**src/rtl/encoder_scan_scheduler.sv**
```systemverilog
// Round-robin quadrature decoder with three level registers; ENC_SAT_EN selects saturating levels (else wrap).
// Pin-to-level latency is 2 sync + up to 3*SCAN_DIV-1 slot wait + 1 cycle; loads complete in one cycle once load_ready rises.
module encoder_scan_scheduler #(
    parameter int WIDTH    = 8,
    parameter int SCAN_DIV = 4
) (
    input  logic             clk,
    input  logic             reset,
    input  logic [2:0]       enc_a,
    input  logic [2:0]       enc_b,
    input  logic             load_valid,
    input  logic [1:0]       load_ch,
    input  logic [WIDTH-1:0] load_data,
    output logic             load_ready,
    output logic [WIDTH-1:0] level0,
    output logic [WIDTH-1:0] level1,
    output logic [WIDTH-1:0] level2,
    output logic [2:0]       step_pulse
);

    localparam logic [7:0] DIV_LAST = 8'(SCAN_DIV - 1);

    logic [2:0]                  a_s1_q, a_s2_q, b_s1_q, b_s2_q;
    logic [7:0]                  div_q, div_d;
    logic [1:0]                  slot_q, slot_d;
    logic [2:0]                  seen_q, seen_d;
    logic [2:0][1:0]             prev_q, prev_d;
    logic [2:0][WIDTH-1:0]       lvl_q, lvl_d;
    logic [2:0]                  pulse_q, pulse_d;
    logic [1:0]                  rdy_q;

    logic             tick;
    logic [1:0]       cur_ab, prev_ab, diff;
    logic             fwd, rev, clamp, count, load_hit;
    logic [WIDTH-1:0] cur_lvl, step_val, add_res;

    // Gray sequence 00,01,11,10 mapped to 0..3 so direction is a modulo-4 difference.
    function automatic logic [1:0] gray_idx(input logic [1:0] ab);
        return {ab[1], ab[1] ^ ab[0]};
    endfunction

    always_comb begin
        tick     = (div_q == DIV_LAST);
        cur_ab   = {a_s2_q[slot_q], b_s2_q[slot_q]};
        prev_ab  = prev_q[slot_q];
        diff     = gray_idx(cur_ab) - gray_idx(prev_ab);
        fwd      = (diff == 2'd1);
        rev      = (diff == 2'd3);
        cur_lvl  = lvl_q[slot_q];
        step_val = fwd ? WIDTH'(1) : {WIDTH{1'b1}};
        add_res  = cur_lvl + step_val;
`ifdef ENC_SAT_EN
        clamp    = (fwd && (cur_lvl == {WIDTH{1'b1}})) || (rev && (cur_lvl == '0));
`else
        clamp    = 1'b0;
`endif
        count    = tick && seen_q[slot_q] && (fwd || rev) && !clamp;
        load_hit = load_valid && rdy_q[1] && (load_ch != 2'd3);

        div_d   = tick ? 8'd0 : div_q + 8'd1;
        slot_d  = slot_q;
        seen_d  = seen_q;
        prev_d  = prev_q;
        lvl_d   = lvl_q;
        pulse_d = '0;

        if (tick) begin
            slot_d         = (slot_q == 2'd2) ? 2'd0 : slot_q + 2'd1;
            seen_d[slot_q] = 1'b1;
            prev_d[slot_q] = cur_ab;
        end
        // A host load to the channel being serviced overrides the encoder step.
        if (count && !(load_hit && (load_ch == slot_q))) begin
            lvl_d[slot_q]   = add_res;
            pulse_d[slot_q] = 1'b1;
        end
        if (load_hit) begin
            lvl_d[load_ch] = load_data;
        end
    end

    always_ff @(posedge clk or posedge reset) begin
        if (reset) begin
            a_s1_q  <= '0;
            a_s2_q  <= '0;
            b_s1_q  <= '0;
            b_s2_q  <= '0;
            div_q   <= '0;
            slot_q  <= '0;
            seen_q  <= '0;
            prev_q  <= '0;
            lvl_q   <= '0;
            pulse_q <= '0;
            rdy_q   <= '0;
        end else begin
            a_s1_q  <= enc_a;
            a_s2_q  <= a_s1_q;
            b_s1_q  <= enc_b;
            b_s2_q  <= b_s1_q;
            div_q   <= div_d;
            slot_q  <= slot_d;
            seen_q  <= seen_d;
            prev_q  <= prev_d;
            lvl_q   <= lvl_d;
            pulse_q <= pulse_d;
            rdy_q   <= {rdy_q[0], 1'b1};
        end
    end

    assign load_ready = rdy_q[1];
    assign level0     = lvl_q[0];
    assign level1     = lvl_q[1];
    assign level2     = lvl_q[2];
    assign step_pulse = pulse_q;

endmodule

```
**config.mk**
```make
export PLATFORM = sky130hd
export DESIGN_NAME = encoder_scan_scheduler
export DESIGN_NICKNAME = d
export VERILOG_FILES = /design/src/rtl/encoder_scan_scheduler.sv
export SDC_FILE = /design/constraint.sdc
export NUM_CORES = 1
export LEC_CHECK = 0
export ABC_AREA = 0
export CAP_MARGIN = 20
export CORE_MARGIN = 4
export CORE_UTILIZATION = 56
export CTS_BUF_LIST = sky130_fd_sc_hd__clkbuf_2
export DETAILED_ROUTE_END_ITERATION = 16
export GPL_ROUTABILITY_DRIVEN = 0
export PLACE_DENSITY = 0.82
export SLEW_MARGIN = 20
export SYNTH_ARGS = -nofsm -noshare
export SYNTH_HDL_FRONTEND = slang
export SYNTH_SLANG_ARGS = --single-unit
```
**constraint.sdc**
```tcl
create_clock -name clk -period 5.7 [get_ports clk]
set_input_delay 1.425 -clock clk [delete_from_list [all_inputs] [get_ports clk]]
set_output_delay 1.425 -clock clk [all_outputs]
set_load 0.01 [all_outputs]
```
**Word-level counts from Yosys, hierarchy flattened**

Cells that the tools add are included.

- Register bits: 60
- Bits of input ports: 19
- Output and inout port bits: 28
- Logic and storage cells: 69

- $add $sub $neg: 4
- Magnitude comparators: 4
- Equal/unequal tests: 6
- Muxes and demuxes: 27
- Bitwise gates (word level): 3
- Reductions and logical operators: 10

Operators by type and width:

| cell | number |
|---|---|
| $bwmux 24 | 2 |
| $mux 24 | 2 |
| $mux 8 | 5 |
| $demux 8 s2 | 2 |
| $bmux 8 s2 | 1 |
| $add 8x1->8 const B | 1 |
| $add 8x8->8 | 1 |
| $eq 8x2->1 const B | 1 |
| $logic_and 1x1->1 | 8 |
| $bmux 1 s2 | 3 |
| $bwmux 6 | 1 |
| $lt 2x3->1 const B | 2 |
| $mux 2 | 3 |
| $bmux 2 s2 | 1 |
| $demux 2 s2 | 1 |
| $eq 2x2->1 const B | 2 |
| $ge 2x1->1 const B | 2 |
| $mux 1 | 4 |
| $mux 3 | 1 |
| $or 3x3->3 | 1 |
| $add 2x1->2 const B | 1 |
| $demux 1 s2 | 1 |
| $eq 2x1->1 const B | 1 |
| $eq 2x2->1 | 1 |
| 5 further kinds | 6 |

**Depth between registers and ports, before layout**

Gate-level depths: netlist of the first run.

- Depth in word-level cells: 11
- Mapped depth: 21

**Worst setup path after synthesis of the first run**

Ideal clock, no wire load.

- Path kind: flip-flop to flip-flop
- From: register slot_q[1]
- To: register lvl_q (netlist bit level2[6])
- Setup time: 0.083 ns
- Arrival: 4.516 ns
- Setup slack: 1.101 ns
- Stages on the path, launching flop included: 21
- Buffers on the path: 3
- Clock period less this slack: 4.599 ns
- Cell sequence: dfrtp_1 > buf_2 > buf_1 > mux2i_1 > nor2_1 > a21oi_1 > xnor2_1 > ha_1 > or3_4 > and4b_1 > clkbuf_2 > nor2_4 > ha_1 > a21o_1 > a21o_1 > a221oi_1 > o31ai_1 > mux2i_1 > xor2_1 > mux2i_1 > o21ai_0

RTL lines:

| element | line | source |
|---|---|---|
| from (decl) | 25 | `logic [1:0] slot_q, slot_d;` |
| from (signal assigned) | 101 | `slot_q <= slot_d;` |
| to (signal assigned) | 104 | `lvl_q <= lvl_d;` |
| to (decl) | 28 | `logic [2:0][WIDTH-1:0] lvl_q, lvl_d;` |

==> reports/results.ini, run 1 <==
[clocking]
cts_inserted_buffers=9
cts_tree=built
cts.clk_slew.worst_paths_ns=0.17
clock-root-buffer=clkbuf_2
cts.sinks=60
worstSkewPairLatency_ns=0.53
clock_path_buffers=2
cts_setup_buffers=0
h-tree-depth=3
cts_resized=0
cts_hold_buf=0

[status]
status=complete, no violations

[worst_hold_path]
min_path_type=reg -> reg
holdPathStages=0
hp-start=b_s1_q[2]
min_to=b_s2_q[2]

[sta]
layout_setup_ws_ns=0.802
period_needed_ns=4.90
hold_viol=0
slew_headroom=0.231
fin_tns_setup_ns=0
setup_viol=0
max_freq_ghz=0.204
finClkSkew_ns=0.0367
slew_viol_final=0
post-route-period-util=0.859
worstMarginPinSlew_ns=1.14
rsz0062_at_grt=no

[floorplanning]
io_pins=47
rows=26
die_w_microns=82.8
initial_utilization=0.595
core_area_sq_mm=0.00527
dieArea_sq_mm=0.00686
die_h_microns=82.8

[routing]
vias=2667
drt-vias-per-instance=5.87
detail-route-antenna-nets=0
wl_microns=7690
dr.pass1.iters=5
wl_per_cell_microns=16.9
drt_iter0_markers=205
drc_errors=0

[logic_synthesis]
ys_warn_count=0
ys_seq_area_frac=0.479
synth_fp_nets=356
netlist_area_sq_mm=0.00314
ys_ff_latch=60
syn_inst=330
ys_types=48
synth_area_per_cell_sq_um=9.51

[power]
ir_drop_uv=232
clkPwrFrac=0.190
p_sw_frac=0.372
switchingPower_uw=518
internal_power_uw=875
comb_power_share=0.408
total_leakage_power_nw=1.64
power.share.sequential=0.402
power_density_mw_per_mm2=368

[critical_path]
slowest_stage=and4b_1
r2r-start=slot_q[1]
cp-start-kind=register
worstSetupEndpointType=register
critPathKind=reg -> reg
r2r_slack_ns=0.80
worstPathRequired_ns=6.13
startpoint=slot_q[1]
reg2reg_depth=18
cpPeakStageDelay_ns=0.39
crit_arrival_ns=5.33
critPathMaxFanout=23
cp_cell_sequence=buf_4 > mux2_4 > o21ai_0 > xnor2_1 > ha_1 > nor2b_1 > a221oi_2 > and4b_1 > nor2_4 > ha_1 > a21o_1 > a21o_1 > a221oi_1 > o31ai_1 > mux2i_1 > xor2_1 > mux2i_1 > o21ai_0
r2r_end=level1[6]

[run]
drv_cap=0

[finish]
nets=405
diodes=0
area_growth_pct=20.6
drive_gt1_frac=0.0885
fin_util=0.718

[placed_design]
hpwl_microns=5400
port_buffers=46
pre_cts_slack_ns=0.940

[grt]
gr-total-overflow=0
grt_max_degree=61
grt_use_total=0.235
first_global_vias=2634
grt_pass1_wl_microns=12900
antenna_found_initial=0

==> per-stage QoR <==
step | power [mW] | std cells | hold WS, ns | area [sq um]
floorplan | 0.891 | 330 | 0.331 | 3140
global placement | 1.11 | 438 | 0.332 | 3670
detailed placement | 1.12 | 438 | 0.336 | 3670
CTS | 1.39 | 454 | 0.372 | 3780
global route | 1.48 | 454 | 0.376 | 3780
finish | 1.39 | 454 | 0.368 | 3780
==> registers in the layout, indices dropped and copies added, names as in the netlist, 3 cells and up <==
signal / count
a_s1_q: 3
a_s2_q: 3
b_s1_q: 3
b_s2_q: 3
div_q: 8
level0: 8
level1: 8
level2: 8
prev_q: 6
seen_q: 3
step_pulse: 3
==> Yosys cell counts, drive strengths merged <==
cell | count | area, sq um
nor4 | 2 | 12.5
nor3 | 3 | 15.0
maj3 | 1 | 10.0
ha | 7 | 87.6
or2 | 2 | 12.5
or3 | 6 | 42.5
xor2 | 5 | 43.8
mux2 | 2 | 26.3
nand4 | 1 | 6.26
xnor2 | 13 | 114
o2bb2ai | 3 | 26.3
o21a | 1 | 7.51
and4b | 2 | 20.0
a221oi | 3 | 38.8
conb | 1 | 3.75
buf | 2 | 8.75
or3b | 1 | 8.76
a21oi | 18 | 90.1
a21o | 5 | 37.5
o31ai | 2 | 15.0
and3 | 6 | 37.5
nor2 | 31 | 124
a211oi | 2 | 32.5
o221ai | 1 | 8.76
o221a | 2 | 22.5
inv | 5 | 18.8
nand2 | 52 | 195
nor3b | 1 | 7.51
a31oi | 6 | 37.5
clkinv | 1 | 3.75
mux2i | 20 | 200
clkbuf | 11 | 42.5
a221o | 1 | 10.0
and2 | 2 | 12.5
dfrtp | 60 | 1500
o21ai | 22 | 110
nor2b | 3 | 18.8
nand3 | 19 | 95.1
nand2b | 5 | 31.3
==> critical path: cells and delay by family (launching register included) <==
family | cells | cell delay [ns]
fa+ha+maj | 2 | 0.64
simple gates | 3 | 0.69
xor+xnor | 2 | 0.44
mux | 3 | 0.68
flops | 1 | 0.38
compound gates | 7 | 1.69
buf+inv | 1 | 0.32
==> per-layer routing <==
metal / part of all wire / GRT usage
met5: 0 / 0
met2: 0.46 / 0.362
met4: 0.023 / 0.0817
met1: 0.45 / 0.315
met3: 0.071 / 0.0733
==> worst max-delay path by stage <==
stage / endpoint / depth (start not counted)
2_1_floorplan: level2[6] / 20
4_1_cts: level1[6] / 18
3_5_place_dp: level1[6] / 17
5_1_grt: level1[6] / 18
3_3_place_gp: level2[6] / 17
6_report: level1[6] / 18
==> cell families (layout without fill, tap and decap cells) <==
logic type	Yosys count	count (layout)	synth area share
other	1	1	0.00120
AND/OR/NAND/NOR	136	136	0.204
AO/OA/AOI/OAI	66	66	0.139
multiplexers	22	22	0.0722
flip-flops	60	60	0.479
XOR/XNOR	18	18	0.0503
adder cells (fa/ha/maj)	8	8	0.0311
buffers and inverters	19	73	0.0235
==> power groups by stage <==
stage               registers [mW]  clock network (mW)  logic, mW
detailed placement           0.566                   0      0.558
CTS                          0.559               0.270      0.563
global placement             0.567                   0      0.541
global route                 0.571               0.290      0.617
finish                       0.559               0.265      0.569
floorplan                    0.584                   0      0.308
==> layout make-up <==
| cell class | count | area [sq um] |
|---|---|---|
| tap | 70 | 87.6 |
| inverter | 6 | 22.5 |
| multi-input combinational | 251 | 1560 |
| timing repair buffer | 51 | 498 |
| sequential | 60 | 1500 |
| fill | 420 | 1490 |
| clock inverter | 7 | 67.6 |
| clock buffer | 9 | 45.0 |
==> layout by cell type, fill, tap and decap left out, types with 3 or more instances in the layout <==
| cell type | Yosys | layout |
|---|---|---|
| nor3_1 | 3 | 3 |
| nand3_1 | 19 | 19 |
| clkdlybuf4s50_1 | 0 | 46 |
| nand2b_1 | 5 | 5 |
| a21oi_1 | 18 | 18 |
| inv_1 | 5 | 4 |
| a21o_1 | 5 | 5 |
| or3_1 | 5 | 5 |
| o2bb2ai_1 | 3 | 3 |
| buf_4 | 0 | 5 |
| xor2_1 | 5 | 5 |
| nor2_1 | 30 | 30 |
| clkinv_2 | 0 | 3 |
| xnor2_1 | 13 | 13 |
| clkinvlp_4 | 0 | 3 |
| clkbuf_2 | 1 | 9 |
| ha_1 | 7 | 7 |
| mux2i_1 | 20 | 20 |
| nor2b_1 | 3 | 3 |
| a31oi_1 | 6 | 6 |
| nand2_1 | 52 | 52 |
| and3_1 | 6 | 6 |
| o21ai_0 | 21 | 21 |
| dfrtp_1 | 60 | 60 |
Note: power is estimated with default switching activity, not from simulation.
==> inputs of run 2 (changes only) <==
- GPL_TIMING_DRIVEN: unset -> 0
==> run 2 against run 1 <==
Clock skew shrank 0.0058 ns. First-iteration DRC count increased by 11%. Via count rose by 1.6%. Sequential power about the same. Global-route usage grew 0.40 points. Total power is 5.2% higher. Final area rose by 1.1%. Worst setup slack got worse by 0.39 ns. Sequential share of layout area down 0.43 points. Clock power is 30% higher.
==> reports/results.ini, run 2 (synthesis gave the netlist of run 1 again) <==
[status]
status=complete, no violations

[clocking]
cts.sinks=60
worstSkewPairLatency_ns=0.50
cts_setup_buffers=0
cts.clk_slew.worst_paths_ns=0.18
cts_resized=0
clock-root-buffer=clkbuf_2
clock_path_buffers=2
cts_tree=built
h-tree-depth=3
cts_inserted_buffers=9
cts_hold_buf=0

[worst_hold_path]
min_path_type=reg -> reg
min_to=b_s2_q[2]
holdPathStages=0
hp-start=b_s1_q[2]

[power]
power.share.sequential=0.382
comb_power_share=0.384
switchingPower_uw=501
p_sw_frac=0.342
total_leakage_power_nw=1.67
p_total_mw=1.47
clkPwrFrac=0.235
internal_power_uw=964
power_density_mw_per_mm2=383
ir_drop_uv=260

[finish]
nFillCells=415
area_growth_pct=21.9
final_cell_count_no_fill=459
diodes=0
fin_area_sq_mm=0.00382
final_common_cell=dfrtp_1
nets=410
drive_gt1_frac=0.0797
layout_common_cells=60 x dfrtp_1, 52 x nand2_1, 45 x clkdlybuf4s50_1, 30 x nor2_1, 21 x o21ai_0

[floorplanning]
dieArea_sq_mm=0.00686
io_pins=47
core_area_sq_mm=0.00527
die_w_microns=82.8
die_h_microns=82.8
initial_utilization=0.595
rows=26

[routing]
drc_errors=0
wl_per_cell_microns=16.9
vias=2711
detail-route-antenna-nets=0
drt_iter0_markers=227
drt-vias-per-instance=5.91
wl_microns=7750
dr.pass1.iters=5

[critical_path]
critPathKind=reg -> reg
worstPathRequired_ns=6.11
r2r_end=level2[6]
cp-start-kind=register
worstSetupEndpointType=register
r2r_slack_ns=0.41
r2r-start=slot_q[0]
crit_arrival_ns=5.70
reg2reg_depth=19
critPathMaxFanout=13

[sta]
fin_tns_setup_ns=0
hold_viol=0
setup_viol=0
worstMarginPinSlew_ns=1.08
slew_headroom=0.276
max_freq_ghz=0.189
period_needed_ns=5.29
slew_viol_final=0
post-route-period-util=0.928
finClkSkew_ns=0.0309
rsz0062_at_grt=no

[run]
drv_cap=0

[grt]
gr-total-overflow=0
first_global_vias=2682
grt_pass1_wl_microns=13100
antenna_found_initial=0
grt_use_total=0.239
grt_max_degree=61

[placed_design]
place_inst=445
post_dp_cell_area_sq_mm=0.00368
port_buffers=45
hpwl_microns=5450

==> run 2: how the worst max path moves through the flow <==
| stage | end | slack, ns | from | depth (start not counted) |
|---|---|---|---|---|
| finish | level2[6] | 0.41 | slot_q[0] | 19 |
| global route | level2[6] | 0.05 | slot_q[0] | 19 |
| CTS | level2[6] | 0.18 | slot_q[0] | 20 |
| detailed placement | level2[6] | 0.27 | slot_q[0] | 20 |
| global placement | level0[6] | 0.33 | slot_q[1] | 20 |
| floorplan | level2[6] | 1.10 | slot_q[1] | 20 |
==> run 2: worst max-delay path, stage by stage (launching register included) <==
cell and delay [ns]:
dfrtp_1 0.36, clkbuf_1 0.34, nor2b_1 0.42, clkbuf_2 0.35, a21oi_1 0.20, xnor2_1 0.19, ha_1 0.27, or3_4 0.40
and4b_1 0.21, clkbuf_2 0.16, nor2_4 0.35, ha_1 0.35, a21o_1 0.17, a21o_1 0.17, a221oi_1 0.36, o31ai_1 0.13
mux2i_1 0.20, xor2_1 0.27, mux2i_1 0.12, o21ai_0 0.17
==> run 2: power groups by stage <==
| stage | Clock, mW | Sequential (mW) | Combinational [mW] |
|---|---|---|---|
| after CTS | 0.347 | 0.558 | 0.559 |
| after floorplan | 0 | 0.584 | 0.308 |
| after global routing | 0.371 | 0.568 | 0.614 |
| after detailed placement | 0 | 0.566 | 0.553 |
| after global placement | 0 | 0.562 | 0.539 |
| final | 0.344 | 0.559 | 0.562 |
==> run 2: routing by layer <==
layer  up-vias  GRT usage  wire [microns]
met5         -          0               0
met4         0      0.104             237
met3        30     0.0663             688
met2       138      0.353            3490
met1      1282      0.329            3330
li1       1261          -               -
==> run 2: layout make-up <==
class / instances / area (sq um) / share of cell area
buffer: 11 / 46.3 / 0.0121
clock buffer: 10 / 50.0 / 0.0131
clock inverter: 6 / 103 / 0.0268
inverter: 6 / 25.0 / 0.00654
multi-input combinational: 251 / 1560 / 0.408
sequential: 60 / 1500 / 0.393
tap: 70 / 87.6 / 0.0229
timing repair buffer: 45 / 450 / 0.118
==> run 2: through the flow <==
step | hold WS, ns | setup slack (ns) | util
6_report | 0.366 | 0.413 | 0.726
5_1_grt | 0.377 | 0.0514 | 0.726
3_5_place_dp | 0.337 | 0.268 | 0.698
4_1_cts | 0.371 | 0.182 | 0.727
2_1_floorplan | 0.331 | 1.10 | -
3_3_place_gp | 0.332 | 0.331 | 0.697
==> inputs of run 3 (changes only) <==
- CORE_MARGIN: 4 -> 5
==> run 3 against run 2 <==
Final area is 0.23% lower. Combinational power hardly changed. Critical path depth stayed put. Global-route usage is 0.87 points lower. Sequential share of layout area is 0.090 points higher. Via count is 0.11% higher. First-iteration DRC count is 3.5% higher. Clock power is 12% lower. Fmax is 1.8% higher. Routed wire length is 0.34% higher. Sequential power is 0.7% lower. Worst hold slack better by 0.0013 ns. Largest cell class unchanged.
==> reports/results.ini, run 3 (synthesis gave the netlist of run 1 again) <==
[power]
p_sw_frac=0.349
switchingPower_uw=494
ir_drop_uv=252
p_total_mw=1.42
power.share.sequential=0.392
comb_power_share=0.394
power_density_mw_per_mm2=372
total_leakage_power_nw=1.66
internal_power_uw=924
clkPwrFrac=0.214

[placed_design]
hpwl_microns=5390
port_buffers=45
post_dp_cell_area_sq_mm=0.00368
place_inst=447
pre_cts_slack_ns=0.229

[finish]
fin_util=0.697
fin_area_sq_mm=0.00382
nets=411
multi_input_area_sq_mm=0.00157
drive_gt1_frac=0.0846
final_cell_count_no_fill=462
layout.area.seq_sq_mm=0.00150
area_growth_pct=21.7
diodes=0
layout_common_cells=60 x dfrtp_1, 52 x nand2_1, 45 x clkdlybuf4s50_1, 30 x nor2_1, 21 x o21ai_0
nFillCells=448
final_common_cell=dfrtp_1

[sta]
max_freq_ghz=0.193
slew_headroom=0.342
slew_viol_final=0
post-route-period-util=0.911
setup_viol=0
hold_ws_ns=0.367
worstMarginPinSlew_ns=0.985
period_needed_ns=5.19
finClkSkew_ns=0.0230
fin_tns_setup_ns=0
rsz0062_at_grt=no
hold_viol=0
layout_setup_ws_ns=0.506

[run]
drv_cap=0

[clocking]
cts_inserted_buffers=9
cts_tree=built
cts.sinks=60
clock-root-buffer=clkbuf_2
cts.clk_slew.worst_paths_ns=0.17
clock_path_buffers=2
cts_setup_buffers=0
worstSkewPairLatency_ns=0.49
h-tree-depth=3

[worst_hold_path]
min_to=rdy_q[1]
hp-start=rdy_q[0]
min_path_type=reg -> reg
holdPathStages=0

[grt]
gr-total-overflow=0
antenna_found_initial=0
first_global_vias=2612
grt_pass1_wl_microns=12900
grt_use_total=0.230
grt_max_degree=61

[routing]
vias=2714
drc_errors=0
wl_microns=7770
dr.pass1.iters=5
detail-route-antenna-nets=0
wl_per_cell_microns=16.8
drt_iter0_markers=235
drt-vias-per-instance=5.87

[floorplanning]
core_area_sq_mm=0.00547
die_h_microns=84.8
rows=27
die_w_microns=84.8
dieArea_sq_mm=0.00720
io_pins=47
initial_utilization=0.573

[status]
status=complete, no violations

[critical_path]
crit_arrival_ns=5.60
critPathKind=reg -> reg
worstPathRequired_ns=6.11
worstSetupEndpointType=register
r2r_slack_ns=0.51
critPathMaxFanout=13
reg2reg_depth=19
r2r-start=slot_q[0]
cp-start-kind=register
r2r_end=level1[6]

==> run 3: cell count changes in the layout (fill, tap and decap cells not counted), sizes merged <==
cell and change:
clkbuf +2, bufinv -1
==> run 3: timing repair <==
action	4_1_cts	5_1_grt
hold buffers	0	0
resized for setup	0	6
setup endpoints to repair	0	3
==> run 3: critical path: stages, from the launching register on <==
cell	delay (ns)
dfrtp_1	0.35
clkbuf_1	0.32
nor2b_1	0.43
clkbuf_2	0.36
a21oi_1	0.19
xnor2_1	0.17
ha_1	0.25
or3_4	0.40
and4b_1	0.21
clkbuf_2	0.15
nor2_4	0.35
ha_1	0.36
a21o_1	0.17
a21o_1	0.17
a221oi_1	0.35
o31ai_1	0.13
mux2i_1	0.24
xor2_1	0.27
mux2i_1	0.10
o21ai_0	0.18
==> run 3: worst max-delay path by stage <==
stage              start   endpoint  slack [ns]  cells past startpoint
2_1_floorplan  slot_q[1]  level2[6]        1.10                     20
3_3_place_gp   slot_q[1]  level2[6]        0.34                     20
3_5_place_dp   slot_q[1]  level1[6]        0.23                     20
4_1_cts        slot_q[1]  level1[6]        0.19                     20
5_1_grt        slot_q[0]  level1[6]        0.08                     20
6_report       slot_q[0]  level1[6]        0.51                     19
==> run 3: final cells by class <==
class / instances / share of cell area
well taps: 72 / 0.0236
clock inverters: 5 / 0.0200
clock buffers: 11 / 0.0144
multi-input cells: 251 / 0.410
repair buffers: 45 / 0.118
plain buffers: 12 / 0.0134
inverters: 6 / 0.00656
flip-flops and latches: 60 / 0.393
==> run 3: power groups by stage <==
stage	clock network (mW)	logic, mW	registers [mW]
after floorplan	0	0.308	0.584
after global placement	0	0.541	0.560
after detailed placement	0	0.552	0.563
after CTS	0.306	0.556	0.555
after global routing	0.326	0.612	0.566
final	0.304	0.559	0.555
==> run 3: routing by layer <==
| layer | wire [microns] | part of all wire | global-route usage | vias to the layer above |
|---|---|---|---|---|
| met5 | 0 | 0 | 0 | - |
| met4 | 156 | 0.020 | 0.0863 | 0 |
| met3 | 669 | 0.086 | 0.0660 | 21 |
| met2 | 3520 | 0.45 | 0.354 | 144 |
| met1 | 3420 | 0.44 | 0.311 | 1283 |
| li1 | - | - | - | 1266 |
